`src/rtl/wormhole_out_arbiter_pkg.sv`:
```
// Shared constants, state encoding and width helpers for the wormhole output arbiter
// and its round-robin picker.
package wormhole_out_arbiter_pkg;

  localparam int ARB_PORTS_NUM    = 5;
  localparam int ARB_MAX_PACK_LEN = 8;

  typedef logic [0:0] arb_state_t;

  localparam arb_state_t ARB_IDLE   = 1'b0;
  localparam arb_state_t ARB_LOCKED = 1'b1;

  // A single requester still needs a one-bit index so ports never collapse to zero width.
  function automatic int arb_idx_w(input int n);
    return (n > 1) ? $clog2(n) : 1;
  endfunction

  function automatic int arb_cnt_w(input int max_len);
    return $clog2(max_len + 1);
  endfunction

endpackage

```
`src/rtl/wormhole_out_arbiter_if.sv`:
```
// Request/grant bundle between the input buffers, the output arbiter and the output mux.
interface wormhole_out_arbiter_if
  import wormhole_out_arbiter_pkg::*;
#(
  parameter int PORTS_NUM = ARB_PORTS_NUM
) ();

  localparam int IDX_W = arb_idx_w(PORTS_NUM);

  logic [PORTS_NUM-1:0] req;
  logic [PORTS_NUM-1:0] last;
  logic                 out_ready;
  logic [PORTS_NUM-1:0] grant;
  logic [IDX_W-1:0]     grant_idx;
  logic                 locked;
  logic                 xfer;
  logic                 err;

  modport master (
    output req, last, out_ready,
    input  grant, grant_idx, locked, xfer, err
  );

  modport slave (
    input  req, last, out_ready,
    output grant, grant_idx, locked, xfer, err
  );

endinterface

```
`src/rtl/rr_picker.sv`:
```
// Combinational round-robin picker: first set bit of req at or above ptr, wrapping around.
module rr_picker
  import wormhole_out_arbiter_pkg::*;
#(
  parameter int PORTS_NUM = ARB_PORTS_NUM,
  parameter int IDX_W     = arb_idx_w(PORTS_NUM)
) (
  input  logic [PORTS_NUM-1:0] req,
  input  logic [IDX_W-1:0]     ptr,
  output logic [PORTS_NUM-1:0] pick,
  output logic [IDX_W-1:0]     pick_idx
);

  logic found;
  int   cand;

  // Walk priority offsets from ptr; the inner loop keeps every bit select constant.
  always_comb begin
    pick     = '0;
    pick_idx = '0;
    found    = 1'b0;
    cand     = 0;
    for (int off = 0; off < PORTS_NUM; off++) begin
      cand = int'(ptr) + off;
      if (cand >= PORTS_NUM) begin
        cand = cand - PORTS_NUM;
      end
      for (int i = 0; i < PORTS_NUM; i++) begin
        if (!found && req[i] && (i == cand)) begin
          found    = 1'b1;
          pick[i]  = 1'b1;
          pick_idx = IDX_W'(i);
        end
      end
    end
  end

endmodule

```
`src/rtl/wormhole_out_arbiter.sv`:
```
// Per-output wormhole arbiter: round-robin grant held until the tail flit moves,
// with a watchdog that force-releases packets running past the maximum length.
module wormhole_out_arbiter
  import wormhole_out_arbiter_pkg::*;
#(
  parameter int PORTS_NUM    = ARB_PORTS_NUM,
  parameter int MAX_PACK_LEN = ARB_MAX_PACK_LEN
) (
  input logic                    clk,
  input logic                    a_rst,
  wormhole_out_arbiter_if.slave  bus
);

  localparam int IDX_W = arb_idx_w(PORTS_NUM);
  localparam int CNT_W = arb_cnt_w(MAX_PACK_LEN);

  localparam logic [CNT_W-1:0] CNT_LIMIT = CNT_W'(MAX_PACK_LEN - 1);
  localparam logic [IDX_W-1:0] LAST_IDX  = IDX_W'(PORTS_NUM - 1);

  arb_state_t           state;
  logic [IDX_W-1:0]     ptr;
  logic [CNT_W-1:0]     cnt;
  logic [PORTS_NUM-1:0] pick;
  logic [IDX_W-1:0]     pick_idx;
  logic [IDX_W-1:0]     ptr_after;
  logic                 tail_g;

  rr_picker #(
    .PORTS_NUM (PORTS_NUM),
    .IDX_W     (IDX_W)
  ) u_picker (
    .req      (bus.req),
    .ptr      (ptr),
    .pick     (pick),
    .pick_idx (pick_idx)
  );

  // grant is one-hot while locked, so masking with it selects the owner's bits.
  assign bus.locked = (state == ARB_LOCKED);
  assign bus.xfer   = bus.locked & (|(bus.req & bus.grant)) & bus.out_ready;
  assign tail_g     = |(bus.last & bus.grant);
  assign ptr_after  = (bus.grant_idx == LAST_IDX) ? '0 : bus.grant_idx + IDX_W'(1);

  // Release by tail or watchdog both hand priority to the port after the owner.
  always_ff @(posedge clk or posedge a_rst) begin
    if (a_rst) begin
      state         <= ARB_IDLE;
      bus.grant     <= '0;
      bus.grant_idx <= '0;
      bus.err       <= 1'b0;
      ptr           <= '0;
      cnt           <= '0;
    end else begin
      bus.err <= 1'b0;
      case (state)
        ARB_IDLE: begin
          if (|bus.req) begin
            state         <= ARB_LOCKED;
            bus.grant     <= pick;
            bus.grant_idx <= pick_idx;
            cnt           <= '0;
          end
        end
        ARB_LOCKED: begin
          if (bus.xfer) begin
            if (tail_g || (cnt == CNT_LIMIT)) begin
              state         <= ARB_IDLE;
              bus.grant     <= '0;
              bus.grant_idx <= '0;
              cnt           <= '0;
              ptr           <= ptr_after;
              bus.err       <= !tail_g;
            end else begin
              cnt <= cnt + CNT_W'(1);
            end
          end
        end
        default: state <= ARB_IDLE;
      endcase
    end
  end

endmodule
```
`src/flat_wrapper.sv`:
```
// flat-port wrapper written by rule: the top's interface ports become plain ports
module wormhole_out_arbiter_flat import wormhole_out_arbiter_pkg::*;
#(
  parameter int PORTS_NUM    = ARB_PORTS_NUM,
  parameter int MAX_PACK_LEN = ARB_MAX_PACK_LEN
)
  (clk, a_rst, bus_req, bus_last, bus_out_ready, bus_grant, bus_grant_idx, bus_locked, bus_xfer, bus_err);
  wormhole_out_arbiter_if #(.PORTS_NUM(PORTS_NUM)) bus_i ();
  input logic clk;
  input logic a_rst;
  input wire logic [$bits(bus_i.req)-1:0] bus_req;
  input wire logic [$bits(bus_i.last)-1:0] bus_last;
  input wire logic [$bits(bus_i.out_ready)-1:0] bus_out_ready;
  output wire logic [$bits(bus_i.grant)-1:0] bus_grant;
  output wire logic [$bits(bus_i.grant_idx)-1:0] bus_grant_idx;
  output wire logic [$bits(bus_i.locked)-1:0] bus_locked;
  output wire logic [$bits(bus_i.xfer)-1:0] bus_xfer;
  output wire logic [$bits(bus_i.err)-1:0] bus_err;
  assign bus_i.req = bus_req;
  assign bus_i.last = bus_last;
  assign bus_i.out_ready = bus_out_ready;
  assign bus_grant = bus_i.grant;
  assign bus_grant_idx = bus_i.grant_idx;
  assign bus_locked = bus_i.locked;
  assign bus_xfer = bus_i.xfer;
  assign bus_err = bus_i.err;
  wormhole_out_arbiter #(.PORTS_NUM(PORTS_NUM), .MAX_PACK_LEN(MAX_PACK_LEN)) u_core (.clk(clk), .a_rst(a_rst), .bus(bus_i));
endmodule
```
`config.mk`:
```
export PLATFORM = sky130hd
export DESIGN_NAME = wormhole_out_arbiter_flat
export DESIGN_NICKNAME = d
export VERILOG_FILES = /design/src/rtl/wormhole_out_arbiter_pkg.sv /design/src/rtl/wormhole_out_arbiter_if.sv /design/src/rtl/rr_picker.sv /design/src/rtl/wormhole_out_arbiter.sv /design/src/flat_wrapper.sv
export SDC_FILE = /design/constraint.sdc
export NUM_CORES = 1
export LEC_CHECK = 0
export ABC_AREA = 0
export CAP_MARGIN = 30
export CORE_MARGIN = 3
export CORE_UTILIZATION = 45
export CTS_CLUSTER_SIZE = 28
export DETAILED_ROUTE_END_ITERATION = 8
export GPL_ROUTABILITY_DRIVEN = 0
export MAX_ROUTING_LAYER = met4
export PLACE_DENSITY_LB_ADDON = 0.3
export SETUP_SLACK_MARGIN = 0.05
export SLEW_MARGIN = 20
export SYNTH_ARGS = -nofsm -noshare
export SYNTH_HDL_FRONTEND = slang
export SYNTH_SLANG_ARGS = --single-unit
```
`constraint.sdc`:
```
create_clock -name clk -period 7.4 [get_ports clk]
set_input_delay 0.74 -clock clk [delete_from_list [all_inputs] [get_ports clk]]
set_output_delay 0.74 -clock clk [all_outputs]
set_load 0.01 [all_outputs]
```
==> Word-level counts from Yosys, hierarchy flattened <==
Index checks and enable logic that the tools add are counted.
{ "word_totals": {"register_bits": 17, "output_inout_bits": 11, "inputBits": 13, "wordCells": 235} }
{ "op_classes": {"eq_ne": 25, "reduce_logical": 86, "addsub": 11, "bitwise": 5, "muxes": 97, "order_cmp": 5} }
{ "ops": {"columns": ["operator", "n"], "rows": [
  ["$eq A3 B32 Y1 const A", 10],
  ["$eq A2 B32 Y1 const A", 5],
  ["$eq A4 B32 Y1 const A", 5],
  ["$logic_not A32 Y1", 5],
  ["$mux W32", 5],
  ["$mux W3", 27],
  ["$mux W1", 55],
  ["$logic_and A1 B1 Y1", 49],
  ["$logic_not A1 Y1", 25],
  ["$sub A4 B3 Y5 const B", 4],
  ["$ge A4 B3 Y1 const B", 4],
  ["$mux W5", 3],
  ["$reduce_or A5 Y1", 3],
  ["$mux W4", 3],
  ["$and A5 B5 Y5", 2],
  ["$pmux W5 S2", 1],
  ["$add A3 B2 Y4 const B", 2],
  ["$pmux W4 S2", 1],
  ["$pmux W3 S2", 1],
  ["$reduce_and A3 Y1", 2],
  ["$add A3 B1 Y4 const B", 1],
  ["$add A3 B3 Y4 const B", 1],
  ["$add A4 B1 Y4 const B", 1],
  ["$eq A4 B3 Y1 const B", 1],
  ["other kinds (11)", 13]
]} }

==> Logic depth before layout (Yosys ltp) <==
{ "logic_depth": {"word_depth": 103, "depth_mapped": 16, "depth_no_buf": 12} }

==> Cells and area by module <==
Synthesis repeated with hierarchy kept, for this count alone.
{ "hier_totals": {"hier_cells": 277, "hier_area_um2": 2182.1} }
{ "by_module_without_submodules": {"columns": ["module", "area_per_inst_um2", "seq_area_each_um2", "cells_per_inst", "n_inst"], "rows": [
  ["rr_picker", 1323.8, 0.0, 193, 1],
  ["wormhole_out_arbiter", 858.3, 425.4, 84, 1]
]} }

==> Worst setup path before layout <==
OpenSTA, ideal clock, no wires.
{ "synth_timing": {"path_type": "register to register", "start": "register u_core.ptr[0]", "end": "register u_core.bus.grant[4]", "setup_time_ps": 124, "t_required_ps": 7276, "n_path_buf": 5, "t_arrival_ps": 3251, "slack_ps": 4025, "synth_period_minus_slack_ps": 3375, "stages_incl_launch_ff": 17, "path_cell_list": "dfrtp_1 buf_2 buf_2 inv_1 buf_2 ha_1 ha_1 buf_4 o21bai_1 a22oi_4 a21boi_1 a311oi_2 and4_1 buf_4 and4_4 o211a_1 a211o_1"} }
{ "synth_via": {"elab_chain_cells": 103, "word_cells_on_any_way": 148, "classes_between": "add/sub (9); order compare (5); eq/ne (20); mux (36); reduce/logical (78)"} }
{ "synth_rtl": {"columns": ["item", "line_no", "source"], "rows": [
  ["start, declared", "wormhole_out_arbiter.sv:21", "logic [IDX_W-1:0] ptr;"],
  ["start signal, assigned", "wormhole_out_arbiter.sv:71", "ptr <= ptr_after;"],
  ["$sub A3 B3 Y4 / $ge A3 B3 Y1 (equally long branches)", "rr_picker.sv:26, rr_picker.sv:25", null],
  ["$mux W32", "rr_picker.sv:25", "if (cand >= PORTS_NUM) begin"],
  ["$logic_not A32 Y1", "rr_picker.sv:29", "if (!found && req[i] && (i == cand)) begin"],
  ["$logic_and A1 B1 Y1", "rr_picker.sv:29", null],
  ["$mux W1", "rr_picker.sv:29", null],
  ["$logic_not A1 Y1", "rr_picker.sv:29", null],
  ["$logic_and A1 B1 Y1 (2 in series)", "rr_picker.sv:29", null],
  ["$mux W1", "rr_picker.sv:29", null],
  ["[84 not listed]", null, null],
  ["$logic_not A1 Y1", "rr_picker.sv:29", null],
  ["$logic_and A1 B1 Y1 (2 in series)", "rr_picker.sv:29", null],
  ["$mux W1", "rr_picker.sv:29", null],
  ["$logic_not A1 Y1", "rr_picker.sv:29", null],
  ["$logic_and A1 B1 Y1 (2 in series)", "rr_picker.sv:29", null],
  ["$mux W1 *", "rr_picker.sv:29", null],
  ["$mux W5 *", "wormhole_out_arbiter.sv:57", "if (|bus.req) begin"],
  ["$pmux W5 S2 *", "wormhole_out_arbiter.sv:55", "case (state)"],
  ["end signal, assigned", "wormhole_out_arbiter.sv:59", "bus.grant <= pick;"],
  ["end, declared", "wormhole_out_arbiter_if.sv:26", "output grant, grant_idx, locked, xfer, err"]
]} }
Every way passes the cells marked *; elsewhere a longest branch is shown, timed or not. The select of a mux whose other input is x is not followed.
A chain may end at the register's enable or synchronous reset.

==> Worst setup path after layout <==
{ "layout_timing": {"start": "register u_core.ptr[1]", "end": "register u_core.bus.grant_idx[2]"} }
{ "layout_via": {"elab_chain_cells": 103, "word_cells_on_any_way": 165, "classes_between": "add/sub (9); order compare (5); eq/ne (20); mux (53); reduce/logical (78)"} }
{ "layout_rtl": {"columns": ["item", "line_no", "source"], "rows": [
  ["$sub A3 B3 Y4 / $ge A3 B3 Y1 (equally long branches)", "rr_picker.sv:26, rr_picker.sv:25", null],
  ["$mux W32", "rr_picker.sv:25", null],
  ["$logic_not A32 Y1", "rr_picker.sv:29", null],
  ["$logic_and A1 B1 Y1", "rr_picker.sv:29", null],
  ["$mux W1", "rr_picker.sv:29", null],
  ["$logic_not A1 Y1", "rr_picker.sv:29", null],
  ["$logic_and A1 B1 Y1 (2 in series)", "rr_picker.sv:29", null],
  ["$mux W1", "rr_picker.sv:29", null],
  ["[84 not listed]", null, null],
  ["$logic_not A1 Y1", "rr_picker.sv:29", null],
  ["$logic_and A1 B1 Y1 (2 in series)", "rr_picker.sv:29", null],
  ["$mux W1", "rr_picker.sv:29", null],
  ["$logic_not A1 Y1", "rr_picker.sv:29", null],
  ["$logic_and A1 B1 Y1 (2 in series)", "rr_picker.sv:29", null],
  ["$mux W3 *", "rr_picker.sv:29", null],
  ["$mux W3 *", "wormhole_out_arbiter.sv:57", null],
  ["$pmux W3 S2 *", "wormhole_out_arbiter.sv:55", null],
  ["end signal, assigned", "wormhole_out_arbiter.sv:60", "bus.grant_idx <= pick_idx;"],
  ["end, declared", "wormhole_out_arbiter_if.sv:26", null]
]} }
Marks and branches as above.

==> flow_metrics.py <==
metrics = {
    "sta": {
        "fin_crit_sh_pct": 54.5,
        "worst_pin_slew_ns": 0.795,
        "hold_violations": 0,
        "whs_ns": 0.524,
        "slew_viol_final": 0,
        "fmax_mhz": 248,
        "maxSlewHeadroom_pct": 47.0,
        "setup_viol": 0,
        "tns_ns": 0,
        "skew_ns": 0.00358,
        "rsz0062_at_grt": "false",
        "finalCriticalPeriod_ns": 4.03,
    },
    "logic_synthesis": {
        "yosys_warnings": 0,
        "syn_nets": 330,
        "synth.area.top_cells": "dfrtp_1 (19%), ha_1 (9.3%), nand2_1 (4.8%)",
        "synth_top_area_cell": "dfrtp_1",
        "postSynthAreaPerCell_um2": 7.64,
        "ys_seq_area_share_pct": 18.6,
        "syn_area_um2": 2280,
        "synth-main-ff-cell": "dfrtp_1",
        "synth_common_cells": "nand2_1 (29), a21oi_1 (20), nor2_1 (18), o21ai_0 (18)",
        "synth_edf_count": 0,
        "synth-seq-cells": 17,
        "async_flop_share_pct": 100,
        "netlist_instances": 299,
        "yosysTopAreaCellShare_pct": 18.6,
        "synth_cell_types": 63,
        "synthMostInstantiatedCell": "nand2_1",
    },
    "power": {
        "leakage_nw": 1.06,
        "cellPowerDensity_nw_per_um2": 449,
        "ir_worst_vdd_mv": 0.205,
        "power_w": 0.00113,
    },
    "finish": {
        "drive_gt1_share_pct": 6.60,
        "antenna_cells": 0,
        "regArea_um2": 425,
        "finalInstanceArea_um2": 2520,
        "finalCoreUtilization_pct": 52.3,
        "multi_input_area_um2": 1680,
        "fillCellCount": 496,
        "num-nets-final": 335,
        "area_delta_synth_final_pct": 10.4,
    },
    "floorplanning": {
        "io_pins": 24,
        "num_rows": 25,
        "die-area_um2": 5970,
        "core_area_um2": 4820,
        "fp.dieW_um": 77.3,
        "chipHeight_um": 77.3,
        "start_util_pct": 47.4,
    },
    "critical_path": {
        "worstPathMaxFanout": 18,
        "cp_cell_sequence": "inv_1, ha_1, ha_1, o21bai_1, a22oi_4, a21boi_1, a311oi_2, and4_1, and4_4, o211a_1, a211o_1",
        "regToRegSetupSlack_ns": 3.37,
        "start_kind": "flop",
        "path_common_cell": "ha_1",
        "worstSetupPathType": "reg -> reg",
        "slowest_delay_ns": 0.78,
        "worstPathRequired_ns": 7.59,
        "cp_slowest_cell": "dfrtp_1",
        "worst_ep_arrival_time_ns": 4.22,
        "critPathCaptureType": "flop",
    },
    "global_routing": {
        "grt_max_degree": 39,
        "antenna_found_initial": 0,
        "grt_usage_pct": 22.1,
        "overflow": 0,
        "grt_pass1_vias": 2146,
        "grt_pass1_wl_um": 10600,
    },
    "cts": {
        "h-tree-depth": 1,
        "cts_buffers": 3,
        "cts_resized": 0,
        "cts-root-buf": "clkbuf_8",
        "clockBufferDepth": 2,
        "clk_pin_slew_ns": 0.07,
        "insertion_delay_ns": 0.25,
        "cts_tree": "yes",
        "cts_sinks": 17,
        "cts-hold-fix-buffers": 0,
        "cts_setup_buffers": 0,
    },
    "detailed_routing": {
        "dr.pass1.iters": 5,
        "ant_nets": 0,
        "vias": 2388,
        "vias_per_cell": 6.45,
        "drcViolationCount": 0,
        "wl_per_cell_um": 17.1,
        "routed_wl_um": 6340,
        "drt_iter0_drc": 192,
    },
    "hold_path": {
        "min_path_type": "reg -> reg",
    },
    "placement": {
        "hpwlAfterDp_um": 4610,
        "place_area_um2": 2470,
        "numPortBuffers": 23,
    },
    "flow_run": {
        "cap_violations": 0,
    },
    "outcome": {
        "status": "complete, no violations",
    },
}
## final cells by class
| type | instances | share of cell area, % |
|---|---|---|
| clock buffer | 3 | 1.64 |
| clock inverter | 1 | 0.199 |
| inverter | 13 | 1.94 |
| multi-input combinational | 245 | 66.6 |
| sequential | 17 | 16.9 |
| tap | 67 | 3.33 |
| timing repair buffer | 24 | 9.43 |
## cells by family (layout without fill, tap and decap cells)
| family | Yosys count | after routing | synth area share, % |
|---|---|---|---|
| DFF | 17 | 17 | 18.6 |
| and+or+nand+nor | 107 | 107 | 24.2 |
| muxes | 7 | 7 | 3.18 |
| buffers and inverters | 37 | 41 | 7.89 |
| adders and majority gates | 18 | 18 | 10.2 |
| xor gates and xnor gates | 4 | 4 | 1.53 |
| AOI/OAI and AO/OA | 109 | 109 | 34.4 |
## sequential cells by signal, indices dropped and copies added (netlist names)
signal	flops
u_core.ptr	3
u_core.cnt	4
u_core.bus.locked	1
u_core.bus.grant_idx	3
u_core.bus.grant	5
u_core.bus.err	1
## per-layer routing
layer  part of all wire (%)  global-route usage (%)
met1                     45                    32.0
met2                     46                    33.2
met3                    8.3                    2.70
met4                    1.1                    4.63
met5                      0                       -
## critical path, delay by kind of cell (launching register included)
kind	cells	cell delay, ns
flip-flops	1	0.78
buffers and inverters	1	0.32
AO/OA/AOI/OAI	6	1.28
AND/OR/NAND/NOR	2	0.66
adder cells (fa/ha/maj)	2	0.93
## metrics by stage
step                instances  worst slack (ns)
floorplan                 299              4.03
global placement          366              3.58
detailed placement        366              3.49
CTS                       370              3.45
global route              370              3.10
finish                    370              3.37
## where the power goes
group | switching (W) | leakage, nW | internal, W
Sequential | 0.0000497 | 0.223 | 0.000123
Clock | 0.0000305 | 0.0255 | 0.0000373
Combinational | 0.000532 | 0.811 | 0.000360
## cell usage in the layout (no fill, tap or decap), drive strengths merged, types with 5 or more instances in the layout
| cell | synthesis | layout |
|---|---|---|
| a211oi | 5 | 5 |
| a21oi | 22 | 22 |
| nor2 | 18 | 18 |
| a22oi | 5 | 5 |
| a31oi | 9 | 9 |
| a31o | 5 | 5 |
| nand3 | 14 | 14 |
| dfrtp | 17 | 17 |
| and3 | 6 | 6 |
| o21ai | 21 | 21 |
| clkdlybuf4s50 | 0 | 23 |
| nor3 | 5 | 5 |
| mux2i | 5 | 5 |
| nand2 | 29 | 29 |
| inv | 13 | 13 |
| ha | 17 | 17 |
| a32o | 5 | 5 |
| nor2b | 11 | 11 |
## final timing paths
check,from,end,cells past startpoint
worst min register to register,u_core.cnt[2],u_core.cnt[2],1
worst max register to register,u_core.ptr[1],u_core.bus.grant_idx[2],11
worst min-delay path,u_core.cnt[2],u_core.cnt[2],1
min in group asynchronous,a_rst,u_core.ptr[2],2
max in group asynchronous,a_rst,u_core.bus.grant_idx[1],2
worst max-delay path,u_core.ptr[1],u_core.bus.grant_idx[2],11
(Power assumes the default switching activity.)
